File: src/rtl/cond_pkg.sv
`default_nettype none
// ------------------------------------------------------------------
// cond_pkg: condition codes, NZCV bit positions, condition evaluator
// Rev 1.0
// ------------------------------------------------------------------
package cond_pkg;

   typedef enum logic [3:0] {
      EQ = 4'h0, NE = 4'h1, CS = 4'h2, CC = 4'h3,
      MI = 4'h4, PL = 4'h5, VS = 4'h6, VC = 4'h7,
      HI = 4'h8, LS = 4'h9, GE = 4'hA, LT = 4'hB,
      GT = 4'hC, LE = 4'hD, AL = 4'hE, NV = 4'hF
   } cond_e;

   localparam int N_IDX = 3;
   localparam int Z_IDX = 2;
   localparam int C_IDX = 1;
   localparam int V_IDX = 0;

   function automatic logic cond_eval(input logic [3:0] cond,
                                      input logic [3:0] flags,
                                      input logic       nv_never);
      logic n, z, c, v, r;
      n = flags[N_IDX];
      z = flags[Z_IDX];
      c = flags[C_IDX];
      v = flags[V_IDX];
      r = 1'b0;
      case (cond_e'(cond))
         EQ: r = z;
         NE: r = ~z;
         CS: r = c;
         CC: r = ~c;
         MI: r = n;
         PL: r = ~n;
         VS: r = v;
         VC: r = ~v;
         HI: r = c & ~z;
         LS: r = ~c | z;
         GE: r = (n == v);
         LT: r = (n != v);
         GT: r = ~z & (n == v);
         LE: r = z | (n != v);
         AL: r = 1'b1;
         NV: r = ~nv_never;
         default: r = 1'b0;
      endcase
      return r;
   endfunction

endpackage
`default_nettype wire

File: src/rtl/cond_eval_comb.sv
`default_nettype none
// ------------------------------------------------------------------
// cond_eval_comb: combinational condition-field evaluator
// Rev 1.0
// ------------------------------------------------------------------
module cond_eval_comb
   import cond_pkg::*;
#(
   parameter bit NV_NEVER = 1'b1
) (
   input  logic [3:0] cond_i,
   input  logic [3:0] flags_i,
   output logic       pass_o
);

   assign pass_o = cond_eval(cond_i, flags_i, NV_NEVER);

endmodule
`default_nettype wire

File: src/rtl/cond_unit.sv
`default_nettype none
// ------------------------------------------------------------------
// cond_unit: conditional-execution unit with per-context NZCV flags
// Rev 1.0
// ------------------------------------------------------------------
module cond_unit
   import cond_pkg::*;
#(
   parameter int NUM_CTX  = 2,
   parameter int CNT_W    = 16,
   parameter bit NV_NEVER = 1'b1,
   parameter bit REG_OUT  = 1'b1,
   parameter int CTX_W    = (NUM_CTX > 1) ? $clog2(NUM_CTX) : 1
) (
   input  logic             clk,
   input  logic             rst_n,
   input  logic             valid_i,
   input  logic [3:0]       cond_i,
   input  logic [CTX_W-1:0] ctx_i,
   input  logic [3:0]       alu_flags_i,
   input  logic [1:0]       flag_w_i,
   input  logic             pcs_i,
   input  logic             reg_w_i,
   input  logic             mem_w_i,
   input  logic             cnt_clr_i,
   output logic             valid_o,
   output logic             cond_ex_o,
   output logic             pc_src_o,
   output logic             reg_write_o,
   output logic             mem_write_o,
   output logic [3:0]       flags_o,
   output logic [CNT_W-1:0] exec_cnt_o,
   output logic [CNT_W-1:0] squash_cnt_o
);

   logic [3:0]       r_flags [NUM_CTX];
   logic [3:0]       w_sel_flags;
   logic             w_ctx_ok;
   logic             w_cond_true;
   logic             w_pass;
   logic [CNT_W-1:0] r_exec;
   logic [CNT_W-1:0] r_squash;

   // Loop-based select keeps out-of-range contexts well defined for any NUM_CTX.
   always_comb begin
      w_sel_flags = 4'b0000;
      w_ctx_ok    = 1'b0;
      for (int k = 0; k < NUM_CTX; k++) begin
         if (ctx_i == CTX_W'(k)) begin
            w_sel_flags = r_flags[k];
            w_ctx_ok    = 1'b1;
         end
      end
   end

   cond_eval_comb #(
      .NV_NEVER (NV_NEVER)
   ) u_eval (
      .cond_i  (cond_i),
      .flags_i (w_sel_flags),
      .pass_o  (w_cond_true)
   );

   assign w_pass  = valid_i & w_ctx_ok & w_cond_true;
   assign flags_o = w_sel_flags;

   always_ff @(posedge clk or negedge rst_n) begin
      if (!rst_n) begin
         for (int k = 0; k < NUM_CTX; k++) r_flags[k] <= 4'b0000;
      end else if (w_pass) begin
         for (int k = 0; k < NUM_CTX; k++) begin
            if (ctx_i == CTX_W'(k)) begin
               if (flag_w_i[1]) begin
                  r_flags[k][N_IDX] <= alu_flags_i[N_IDX];
                  r_flags[k][Z_IDX] <= alu_flags_i[Z_IDX];
               end
               if (flag_w_i[0]) begin
                  r_flags[k][C_IDX] <= alu_flags_i[C_IDX];
                  r_flags[k][V_IDX] <= alu_flags_i[V_IDX];
               end
            end
         end
      end
   end

   generate
      if (REG_OUT) begin : g_reg_out
         logic r_valid, r_cond_ex, r_pc_src, r_reg_write, r_mem_write;
         always_ff @(posedge clk or negedge rst_n) begin
            if (!rst_n) begin
               r_valid     <= 1'b0;
               r_cond_ex   <= 1'b0;
               r_pc_src    <= 1'b0;
               r_reg_write <= 1'b0;
               r_mem_write <= 1'b0;
            end else begin
               r_valid     <= valid_i;
               r_cond_ex   <= w_pass;
               r_pc_src    <= pcs_i & w_pass;
               r_reg_write <= reg_w_i & w_pass;
               r_mem_write <= mem_w_i & w_pass;
            end
         end
         assign valid_o     = r_valid;
         assign cond_ex_o   = r_cond_ex;
         assign pc_src_o    = r_pc_src;
         assign reg_write_o = r_reg_write;
         assign mem_write_o = r_mem_write;
      end else begin : g_comb_out
         assign valid_o     = valid_i;
         assign cond_ex_o   = w_pass;
         assign pc_src_o    = pcs_i & w_pass;
         assign reg_write_o = reg_w_i & w_pass;
         assign mem_write_o = mem_w_i & w_pass;
      end
   endgenerate

   // Clear takes priority over any same-cycle increment.
   always_ff @(posedge clk or negedge rst_n) begin
      if (!rst_n) begin
         r_exec   <= '0;
         r_squash <= '0;
      end else if (cnt_clr_i) begin
         r_exec   <= '0;
         r_squash <= '0;
      end else if (valid_i) begin
         if (w_pass) begin
            if (r_exec != '1) r_exec <= r_exec + CNT_W'(1);
         end else begin
            if (r_squash != '1) r_squash <= r_squash + CNT_W'(1);
         end
      end
   end

   assign exec_cnt_o   = r_exec;
   assign squash_cnt_o = r_squash;

endmodule
`default_nettype wire

File: config.mk
export PLATFORM = sky130hd
export DESIGN_NAME = cond_unit
export DESIGN_NICKNAME = d
export VERILOG_FILES = /design/src/rtl/cond_pkg.sv /design/src/rtl/cond_eval_comb.sv /design/src/rtl/cond_unit.sv
export SDC_FILE = /design/constraint.sdc
export NUM_CORES = 1
export LEC_CHECK = 0
export CAP_MARGIN = 25
export CORE_MARGIN = 10
export CORE_UTILIZATION = 34
export CTS_BUF_LIST = sky130_fd_sc_hd__clkbuf_4
export DETAILED_ROUTE_END_ITERATION = 6
export HOLD_SLACK_MARGIN = 0.03
export SKIP_CTS_REPAIR_TIMING = 1
export SYNTH_ARGS = -nofsm -noshare
export SYNTH_HDL_FRONTEND = slang
export SYNTH_SLANG_ARGS = --single-unit
File: constraint.sdc
create_clock -name clk -period 2.5 [get_ports clk]
set_input_delay 0.5 -clock clk [delete_from_list [all_inputs] [get_ports clk]]
set_output_delay 0.5 -clock clk [all_outputs]
set_load 0.01 [all_outputs]
# Word level (Yosys, flattened, before mapping)
# Cells that the tools add are included.
# classes
add_sub_neg	2
n_eq_ne	20
mux	10
n_bitwise	13
n_reduce_logical	11
# op_table
op	n
16-bit two-way mux	8
16-bit by 1-bit adder with 16-bit output (second input constant)	2
4-bit == test (second input constant)	8
16-bit inequality test (second input constant)	2
3-bit AND reduction	6
4-bit by 3-bit == test with 1-bit output (second input constant)	4
1-bit one-hot mux with 16 select lines	1
4-bit by 2-bit == test with 1-bit output (second input constant)	2
2-bit nonzero test	4
1-bit AND	6
1-bit NOT	5
4-bit by 1-bit == test with 1-bit output (second input constant)	1
4-bit logical NOT	1
4-bit two-way mux	1
2-bit inequality test (second input constant)	1
1-bit bitwise OR	2
1-bit == test	1
1-bit inequality test	1
# word_totals
reg_bits	45
output_inout_bits	41
elab_cells	67

# Longest topological paths before layout
# Gate-level depths: netlist (run 1).
# depth
depth_word	8
mapped_depth	11
depth_no_buf	8

# By module
# From an unflattened synthesis (run 1), not the netlist that was laid out.
# unflattened
hier_cells	256
area_unflattened_um2	2560.0
# by_module_without_submodules
module	n_inst	cells_each	area_per_inst_um2
cond_unit	1	233	2404.8
cond_eval_comb	1	23	155.1

# Worst setup path before layout (run 1)
# No wires, ideal clock.
# synth_path
path_type	input to register
from	input ctx_i
to	register r_squash[10] (netlist: squash_cnt_o[10])
setup_time_ns	0.136
arrival_ns	2.415
setup_slack_ns	-0.051
cell_stages	10
n_path_buf	3
path_cell_list	buf_6 > mux4_2 > mux2_2 > nor2_1 > a31oi_1 > mux2_4 > buf_6 > buf_2 > o31ai_1 > a21oi_1
# synth_between
elab_chain_len	7
# synth_lines
element	line	text
from (decl)	cond_unit.sv:19	input logic [CTX_W-1:0] ctx_i,
4-bit two-way mux *	cond_unit.sv:49	if (ctx_i == CTX_W'(k)) begin
1-bit inequality test, or another cell as far along	cond_pkg.sv:41, cond_pkg.sv:43	
1-bit bitwise OR, or another cell as far along	cond_pkg.sv:43	LE: r = z | (n != v);
1-bit one-hot mux with 16 select lines *	cond_pkg.sv:29	case (cond_e'(cond))
1-bit AND *	cond_unit.sv:64	assign w_pass = valid_i & w_ctx_ok & w_cond_true;
2-bit inequality test (no line) *	--	
3-bit AND reduction (no line) *	--	
to (signal assigned)	cond_unit.sv:130	if (r_squash != '1) r_squash <= r_squash + CNT_W'(1);
to (decl)	cond_unit.sv:42	logic [CNT_W-1:0] r_squash;
# Mark *: on every way between the ends. The rest lies on a longest branch, timed or not.
# A chain may end at the register's enable or synchronous reset.

# Worst setup path after layout (run 1)
# layout_path
from	register r_flags[3] in the netlist's numbering
to	register r_squash[2] (netlist: squash_cnt_o[2])
# layout_between
elab_chain_len	7
# layout_lines
element	line	text
from (decl)	cond_unit.sv:36	logic [3:0] r_flags [NUM_CTX];
from (signal, indexed assignment)	cond_unit.sv:74	r_flags[k][N_IDX] <= alu_flags_i[N_IDX];
from (signal, indexed assignment)	cond_unit.sv:75	r_flags[k][Z_IDX] <= alu_flags_i[Z_IDX];
from (signal, indexed assignment)	cond_unit.sv:78	r_flags[k][C_IDX] <= alu_flags_i[C_IDX];
4-bit two-way mux *	cond_unit.sv:49	
1-bit inequality test / 1-bit == test (equally long branches)	--	
1-bit bitwise OR / 1-bit AND (equally long branches)	cond_pkg.sv:43, cond_pkg.sv:42	
1-bit one-hot mux with 16 select lines *	cond_pkg.sv:29	
1-bit AND *	cond_unit.sv:64	
2-bit inequality test (no line) *	--	
3-bit AND reduction (no line) *	--	
# Marked as above.

==> reports/results.ini, run 1 <==
[timing]
finClkSkew_ns=0.0120
hold_violations=0
max_slew.worst_pin.slew_ns=0.574
clock.fmax_mhz=412
fin_crit_ns=2.43
rsz0062_at_grt=yes
relSlewSlack=0.617
setup_viol=0
period_share=0.971
final_max_slew_viol_count=0
tns_ns=0

[die]
io_pins=59
rows=31
die_y_microns=105
core_region_area_sq_mm=0.00714
initial_core_util=0.346
die_w_microns=105
dieArea_sq_mm=0.0111

[logic_synthesis]
syn_area_per_cell_sq_um=9.87
synth-simple-area-share=0.244
synth_cells=250
yosysTopAreaCellShare=0.456
synth_cell_types=43
synth_area_sq_mm=0.00247
synth_top_family_by_area=simple AND/OR/NAND/NOR gates
synthMuxAreaShare=0.110
synth_edf_count=0
synth-seq-cells=45
synthXorXnorAreaFrac=0.0142
yosysTopAreaCell=dfrtp_1
synth_flop_cell=dfrtp_1
yosysWarnings=0
ys_seq_area_frac=0.456
synth_nets=270
synthAdderAreaFrac=0.0101
synth_compound_area_frac=0.134
synth_area_leaders=dfrtp_1, a21oi_1, mux2_1
async_flop_share=1.00

[clock_network]
cts_buffers=5
cts_tree=done
cts_max_level=2
cts_buffer_depth=2
clkLatencyLatePin_ns=0.36
cts_root_buf=clkbuf_4
clk_pin_slew_ns=0.14
cts_sinks=45

[place]
dpl.hpwl_mm=4.73
place.port_buffers=58
place_inst=424
gp_congestion=0.799

[drt]
drt-total-wl_mm=6.48
avgViaCountPerCell=5.12
antenna_left=0
drtPass1Iterations=4
vias=2231
wire_per_inst_microns=14.9
drc_errors=0
first_iter_violations=87

[power_and_ir_drop]
ir_drop_mv=0.256
combPwrFrac=0.347
p_per_area_mw_per_mm2=631
p_sw_uw=681
leakagePower_uw=0.00143
power_frac_seq=0.402
clkPwrFrac=0.251
p_total_uw=2240
intPower_uw=1560
swShare=0.303

[worst_setup_path]
worst-setup-path-type=reg2reg
reg2reg_depth=8
regToRegSetupSlack_ns=0.07
critPathMaxFanout=8
crit_required_ns=2.80
startpoint=r_flags[3]$_DFFE_PN0P_
crit_path_end_kind=register
start_kind=register
crit_arrival_ns=2.73
r2r_start=r_flags[3]$_DFFE_PN0P_

[global_routing]
gr-total-overflow=0
grt_usage=0.114
grt_pass1_wl_mm=10.7
antenna_found_initial=0
grt_max_degree=46
grt_pass1_vias=2239

[cells_and_area]
final_cells=436
multi_input_area_sq_mm=0.00137
regArea_sq_mm=0.00113
area_growth_pct=44.0
nets=356
fill_cells=690
layout-drive-gt1-share=0.199
antennaDiodeCount=0

[hold_path]
hp-class=in2async

[run]
maxCapViolCount=0

[status]
outcome=complete, no violations

==> flip-flops by register name, indices dropped and copies added (netlist names) <==
name / flops
cond_ex_o: 1
r_flags: 8
valid_o: 1
squash_cnt_o: 16
mem_write_o: 1
pc_src_o: 1
reg_write_o: 1
exec_cnt_o: 16
==> critical path, stage by stage (launching register included) <==
cell	delay, ns
dfrtp_2	0.46
mux4_2	0.48
mux2_4	0.31
nor2_4	0.13
a31oi_4	0.06
mux2_4	0.36
buf_6	0.14
or3_1	0.30
a21oi_1	0.13
==> stage by stage <==
step                area, sq um  hold WS [ns]  worst slack [ns]  utilization
floorplan                  2510         0.204           -0.0226            -
global placement           3350         0.505            -0.639        0.470
detailed placement         3350         0.507            -0.701        0.470
CTS                        3450         0.211            -0.290        0.484
global route               3560         0.233           -0.0109        0.498
finish                     3560         0.196            0.0730        0.498
==> cells in the mapped netlist, drive strengths merged, types with 5 or more instances <==
cell and number:
or4 8, a21oi 23, or3 11, nand2 13, o31ai 9, nand3 19, nor2 14, mux2 18
nand4 6, nor2b 5, clkbuf 7, o21ai 13, and2 6, dfrtp 45, and3 6, inv 6
==> final timing paths <==
kind                                               end
max reg2reg                squash_cnt_o[2]$_DFFE_PN0P_
min                          exec_cnt_o[7]$_DFFE_PN0P_
min in group clk                r_flags[5]$_DFFE_PN0P_
min reg2reg                     r_flags[5]$_DFFE_PN0P_
max in group asynchronous       r_flags[3]$_DFFE_PN0P_
max                        squash_cnt_o[2]$_DFFE_PN0P_
==> metal layers <==
metal / vias to the layer above / global-route usage / part of all wire
li1: 1107 / - / -
met1: 1060 / 0.140 / 0.45
met2: 58 / 0.189 / 0.48
met3: 6 / 0.0305 / 0.057
met4: 0 / 0.0382 / 0.013
met5: - / 0 / 0
==> power by group through the flow <==
stage / Clock (uW) / Combinational (uW) / Sequential, uW
global placement: 0 / 726 / 908
finish: 564 / 779 / 902
floorplan: 0 / 388 / 901
global route: 609 / 847 / 917
CTS: 587 / 741 / 896
detailed placement: 0 / 737 / 910
==> layout make-up <==
class / instances / area share
clock buffers: 5 / 0.0106
inverters: 6 / 0.00633
repair buffers: 88 / 0.228
clock inverters: 3 / 0.0183
multi-input cells: 190 / 0.385
flip-flops and latches: 45 / 0.317
well taps: 99 / 0.0348
==> cell families (layout without fill, tap and decap cells) <==
kind of cell | Yosys count | in the layout
buffers and inverters | 16 | 102
multiplexers | 22 | 23
XOR/XNOR | 4 | 4
AO/OA/AOI/OAI | 55 | 55
flip-flops | 45 | 45
AND/OR/NAND/NOR | 106 | 106
adder cells (fa/ha/maj) | 2 | 2
==> cells in the final DEF, fill, tap and decap left out, drive strengths merged, types with 4 or more instances in the layout <==
| cell type | n |
|---|---|
| clkdlybuf4s50 | 55 |
| dfrtp | 45 |
| buf | 31 |
| a21oi | 23 |
| nand3 | 19 |
| mux2 | 19 |
| nor2 | 14 |
| nand2 | 13 |
| o21ai | 13 |
| or3 | 11 |
| o31ai | 9 |
| or4 | 8 |
| nand4 | 6 |
| and2 | 6 |
| and3 | 6 |
| inv | 6 |
| nor2b | 5 |
| clkbuf | 5 |
| nand2b | 4 |
| nor3b | 4 |
No activity file was read; power rests on OpenSTA's default activity.
==> inputs of run 2 (changes only) <==
CORE_MARGIN = 5   (was 10)
CTS_CLUSTER_SIZE = 24   (was default)
==> run 2 against run 1 <==
Effect of this change: utilization fell by 0.36 points; hold slack improved by 0.0067 ns; clock-buffer cell count stayed put; die area shrank 18%; clock skew decreased by 0.00080 ns; fmax decreased by 1.1%; register-to-register slack worse by 0.03 ns; design area is 0.18% lower; non-clock buffer count fell by 4.
==> reports/results.ini, run 2 (same netlist as run 1, synthesis figures left out) <==
[status]
outcome=complete, no violations

[die]
core_region_area_sq_mm=0.00718
io_pins=59
rows=31
dieArea_sq_mm=0.00906
die_w_microns=95.2
initial_core_util=0.344
die_y_microns=95.2

[hold_path]
hp-class=in2async

[drt]
wire_per_inst_microns=14.6
antenna_left=0
drt-total-wl_mm=6.31
drt-met1-wl_mm=2.90
routed-wl-met3_microns=267
drc_errors=0
wl_met2_mm=3.04
highest_layer=met4
avgViaCountPerCell=5.12
vias=2213
first_iter_violations=45
drtPass1Iterations=4

[place]
dpl.hpwl_mm=4.59
placed_area_sq_mm=0.00334
gp_congestion=0.795
dp_slack_ns=-0.691
place.port_buffers=58

[worst_setup_path]
r2r_end=squash_cnt_o[14]$_DFFE_PN0P_
critPathTopFamily=multiplexers
critPathMaxFanout=10
crit_arrival_ns=2.76
regToRegSetupSlack_ns=0.05
path_cells=mux4_2 -> mux2_4 -> nor2_4 -> a31oi_4 -> xor2_2 -> buf_12 -> or4_1 -> a21oi_1
crit_path_end_kind=register
slowest_stage=or4_1
crit_required_ns=2.80
crit_path_max_incr_delay_ns=0.49
worst-setup-path-type=reg2reg
start_kind=register
critPathBufInv=1
reg2reg_depth=8
startpoint=r_flags[4]$_DFFE_PN0P_
r2r_start=r_flags[4]$_DFFE_PN0P_

[power_and_ir_drop]
leakagePower_uw=0.00142
p_per_area_mw_per_mm2=644
ir_drop_mv=0.254

[global_routing]
grt_pass1_wl_mm=10.1
grt_max_degree=46
grt_pass1_vias=2186
gr-total-overflow=0
antenna_found_initial=0
grt_usage=0.142

[timing]
finClkSkew_ns=0.0112
max_slew.worst_pin.slew_ns=0.584
final_max_slew_viol_count=0
period_share=0.982
rsz0062_at_grt=yes
clock.fmax_mhz=407
setup_viol=0
hold_violations=0
relSlewSlack=0.611
layout_setup_ws_ns=0.0452
fin_crit_ns=2.45

[clock_network]
cts_buffer_depth=2
cts_buffers=5
clkLatencyLatePin_ns=0.37
cts_max_level=2
cts_sinks=45
cts_tree=done
clk_pin_slew_ns=0.14
cts_root_buf=clkbuf_4

[cells_and_area]
antennaDiodeCount=0
fill_cells=680
layout-drive-gt1-share=0.195
final_common_cell=clkdlybuf4s50_1
final_cell_mix=clkdlybuf4s50_1, dfrtp_1, buf_4
postLayoutCellArea_sq_mm=0.00355
nets=352
area_growth_pct=43.8

[run]
maxCapViolCount=0

[run 2: worst max path at each step]
| stage | end | slack, ns | cells after the start |
|---|---|---|---|
| floorplan | squash_cnt_o[12]$_DFFE_PN0P_ | -0.02 | 9 |
| global placement | r_flags[7]$_DFFE_PN0P_ | -0.65 | 8 |
| detailed placement | squash_cnt_o[10]$_DFFE_PN0P_ | -0.69 | 8 |
| CTS | squash_cnt_o[10]$_DFFE_PN0P_ | -0.30 | 8 |
| global route | squash_cnt_o[13]$_DFFE_PN0P_ | -0.05 | 8 |
| finish | squash_cnt_o[14]$_DFFE_PN0P_ | 0.05 | 8 |
[run 2: metrics by stage]
step           utilization  hold slack, ns  setup TNS (ns)  total power, uW  instances
2_1_floorplan            -           0.204         -0.0308             1290        250
3_3_place_gp         0.466           0.500          -23.59             1660        421
3_5_place_dp         0.466           0.521          -25.60             1680        421
4_1_cts              0.480           0.208           -8.01             2250        429
5_1_grt              0.495           0.220          -0.372             2420        432
6_report             0.495           0.203               0             2290        432
[run 2: layer usage]
layer / vias up / GRT usage
met5: - / 0
met4: 0 / 0.0505
met3: 6 / 0.0331
met2: 43 / 0.241
met1: 1063 / 0.175
li1: 1101 / -
[run 2: power breakdown]
part | internal (uW) | switching (uW) | total (uW)
logic | 462 | 358 | 820
clock network | 310 | 246 | 556
registers | 820 | 90.5 | 910
[run 2: layout make-up]
cell class	instances	area, sq um	area share
tap	99	124	0.0349
sequential	45	1130	0.318
timing repair buffer	84	792	0.223
clock inverter	3	65.1	0.0183
inverter	6	25.0	0.00705
multi-input combinational	190	1380	0.388
clock buffer	5	37.5	0.0106
==> inputs of run 3 (changes only) <==
SKIP_CTS_REPAIR_TIMING = default   (was 1)
==> run 3 against run 2 <==
Effect of this change: power shrank 1.5%; global-route usage grew 0.23 points; critical path depth shrank 1; clock-buffer cell count is the same; design area shrank 0.67%; sequential power shrank 1%; largest power group unchanged.
==> reports/results.ini, run 3 (same netlist as run 1, synthesis figures left out) <==
[global_routing]
grt_max_degree=46
grt_pass1_wl_mm=10.2
grt_pass1_vias=2193
grt_usage=0.144
grt.busiest_layer=met2
grt_use_met2=0.241
gr-total-overflow=0
met3_usage=0.0331
met1_usage=0.181
antenna_found_initial=0

[clock_network]
clkLatencyLatePin_ns=0.37
ctsHoldBuffers=0
cts_root_buf=clkbuf_4
cts_buffers=5
cts_max_level=2
cts_sinks=45
cts_buffer_depth=2
cts_tree=done
clk_pin_slew_ns=0.14

[worst_setup_path]
regToRegSetupSlack_ns=0.06
r2r_end=squash_cnt_o[10]$_DFFE_PN0P_
reg2reg_depth=7
crit_required_ns=2.81
critPathMaxFanout=6
crit_arrival_ns=2.75
crit_path_end_kind=register
r2r_start=r_flags[0]$_DFFE_PN0P_
worst-setup-path-type=reg2reg
start_kind=register

[timing]
tns_ns=0
max_slew.worst_pin.slew_ns=0.584
relSlewSlack=0.610
clock.fmax_mhz=410
rsz0062_at_grt=yes
period_share=0.975
final_max_slew_viol_count=0
finClkSkew_ns=0.0105
fin_crit_ns=2.44
layout_setup_ws_ns=0.0636
hold_violations=0
setup_viol=0

[drt]
drtPass1Iterations=4
drt-total-wl_mm=6.30
drc_errors=0
wire_per_inst_microns=14.6
avgViaCountPerCell=5.09
antenna_left=0
first_iter_violations=40
vias=2189

[power_and_ir_drop]
p_total_uw=2250
p_sw_uw=686
ir_drop_mv=0.248
swShare=0.305
combPwrFrac=0.353
power_frac_seq=0.400
leakagePower_uw=0.00140
clkPwrFrac=0.247
p_per_area_mw_per_mm2=638
intPower_uw=1560

[place]
gp_congestion=0.795
dpl.hpwl_mm=4.59
dp_slack_ns=-0.691
place.port_buffers=58

[die]
io_pins=59
initial_core_util=0.344
die_w_microns=95.2
rows=31
die_y_microns=95.2
dieArea_sq_mm=0.00906
core_region_area_sq_mm=0.00718

[cells_and_area]
antennaDiodeCount=0
final_common_cell=clkdlybuf4s50_1
layout-drive-gt1-share=0.199
fill_cells=688
final_cell_mix=clkdlybuf4s50_1, dfrtp_1, buf_4
regArea_sq_mm=0.00113
area_growth_pct=42.8
multi_input_area_sq_mm=0.00138
nets=350

[status]
outcome=complete, no violations

[run]
maxCapViolCount=0

[hold_path]
hp-class=in2async

[run 3: routing by layer]
layer,share of wire,routed length [microns],vias up
li1,-,-,1090
met4,0.015,93,0
met2,0.48,3010,37
met1,0.47,2930,1056
met3,0.040,254,6
met5,0,0,-
[run 3: layout make-up]
type,count,share of cell area
timing repair buffer,82,0.218
tap,99,0.0351
inverter,6,0.00639
sequential,45,0.319
clock buffer,5,0.0106
multi-input combinational,190,0.392
clock inverter,3,0.0185
[run 3: worst max path at each step]
stage	end	start	slack (ns)	cells past startpoint
global placement	r_flags[7]$_DFFE_PN0P_	ctx_i	-0.65	8
CTS	squash_cnt_o[14]$_DFFE_PN0P_	r_flags[0]$_DFFE_PN0P_	0.03	8
floorplan	squash_cnt_o[12]$_DFFE_PN0P_	ctx_i	-0.02	9
finish	squash_cnt_o[10]$_DFFE_PN0P_	r_flags[0]$_DFFE_PN0P_	0.06	7
detailed placement	squash_cnt_o[10]$_DFFE_PN0P_	ctx_i	-0.69	8
global route	r_flags[7]$_DFFE_PN0P_	r_flags[3]$_DFFE_PN0P_	-0.04	7
[run 3: power groups by stage]
stage / Combinational (uW) / Sequential (uW) / Clock, uW
6_report: 794 / 901 / 556
5_1_grt: 861 / 915 / 607
3_3_place_gp: 748 / 911 / 0
4_1_cts: 785 / 901 / 580
2_1_floorplan: 388 / 901 / 0
3_5_place_dp: 761 / 917 / 0
[run 3: timing repair]
| action | CTS | global route |
|---|---|---|
| pin swaps | 0 | 3 |
| resized for setup | 5 | 14 |
| buffers inserted | 0 | 0 |
| setup endpoints to repair | 46 | 12 |
| cloned | 1 | 0 |
[run 3: critical path, stage by stage, from the launching register on]
cell and delay (ns):
dfrtp_1 0.44, mux4_2 0.48, mux2_4 0.30, nor2_4 0.10, a31oi_4 0.06, mux2_4 0.37, or4_4 0.49, a21oi_2 0.14
[run 3: metrics by stage]
stage               hold slack [ns]  std cells  cell area (sq um)   util
CTS                           0.208        430               3460  0.483
global placement              0.500        421               3340  0.466
finish                        0.206        430               3530  0.491
floorplan                     0.204        250               2510      -
global route                  0.220        430               3530  0.491
detailed placement            0.521        421               3340  0.466
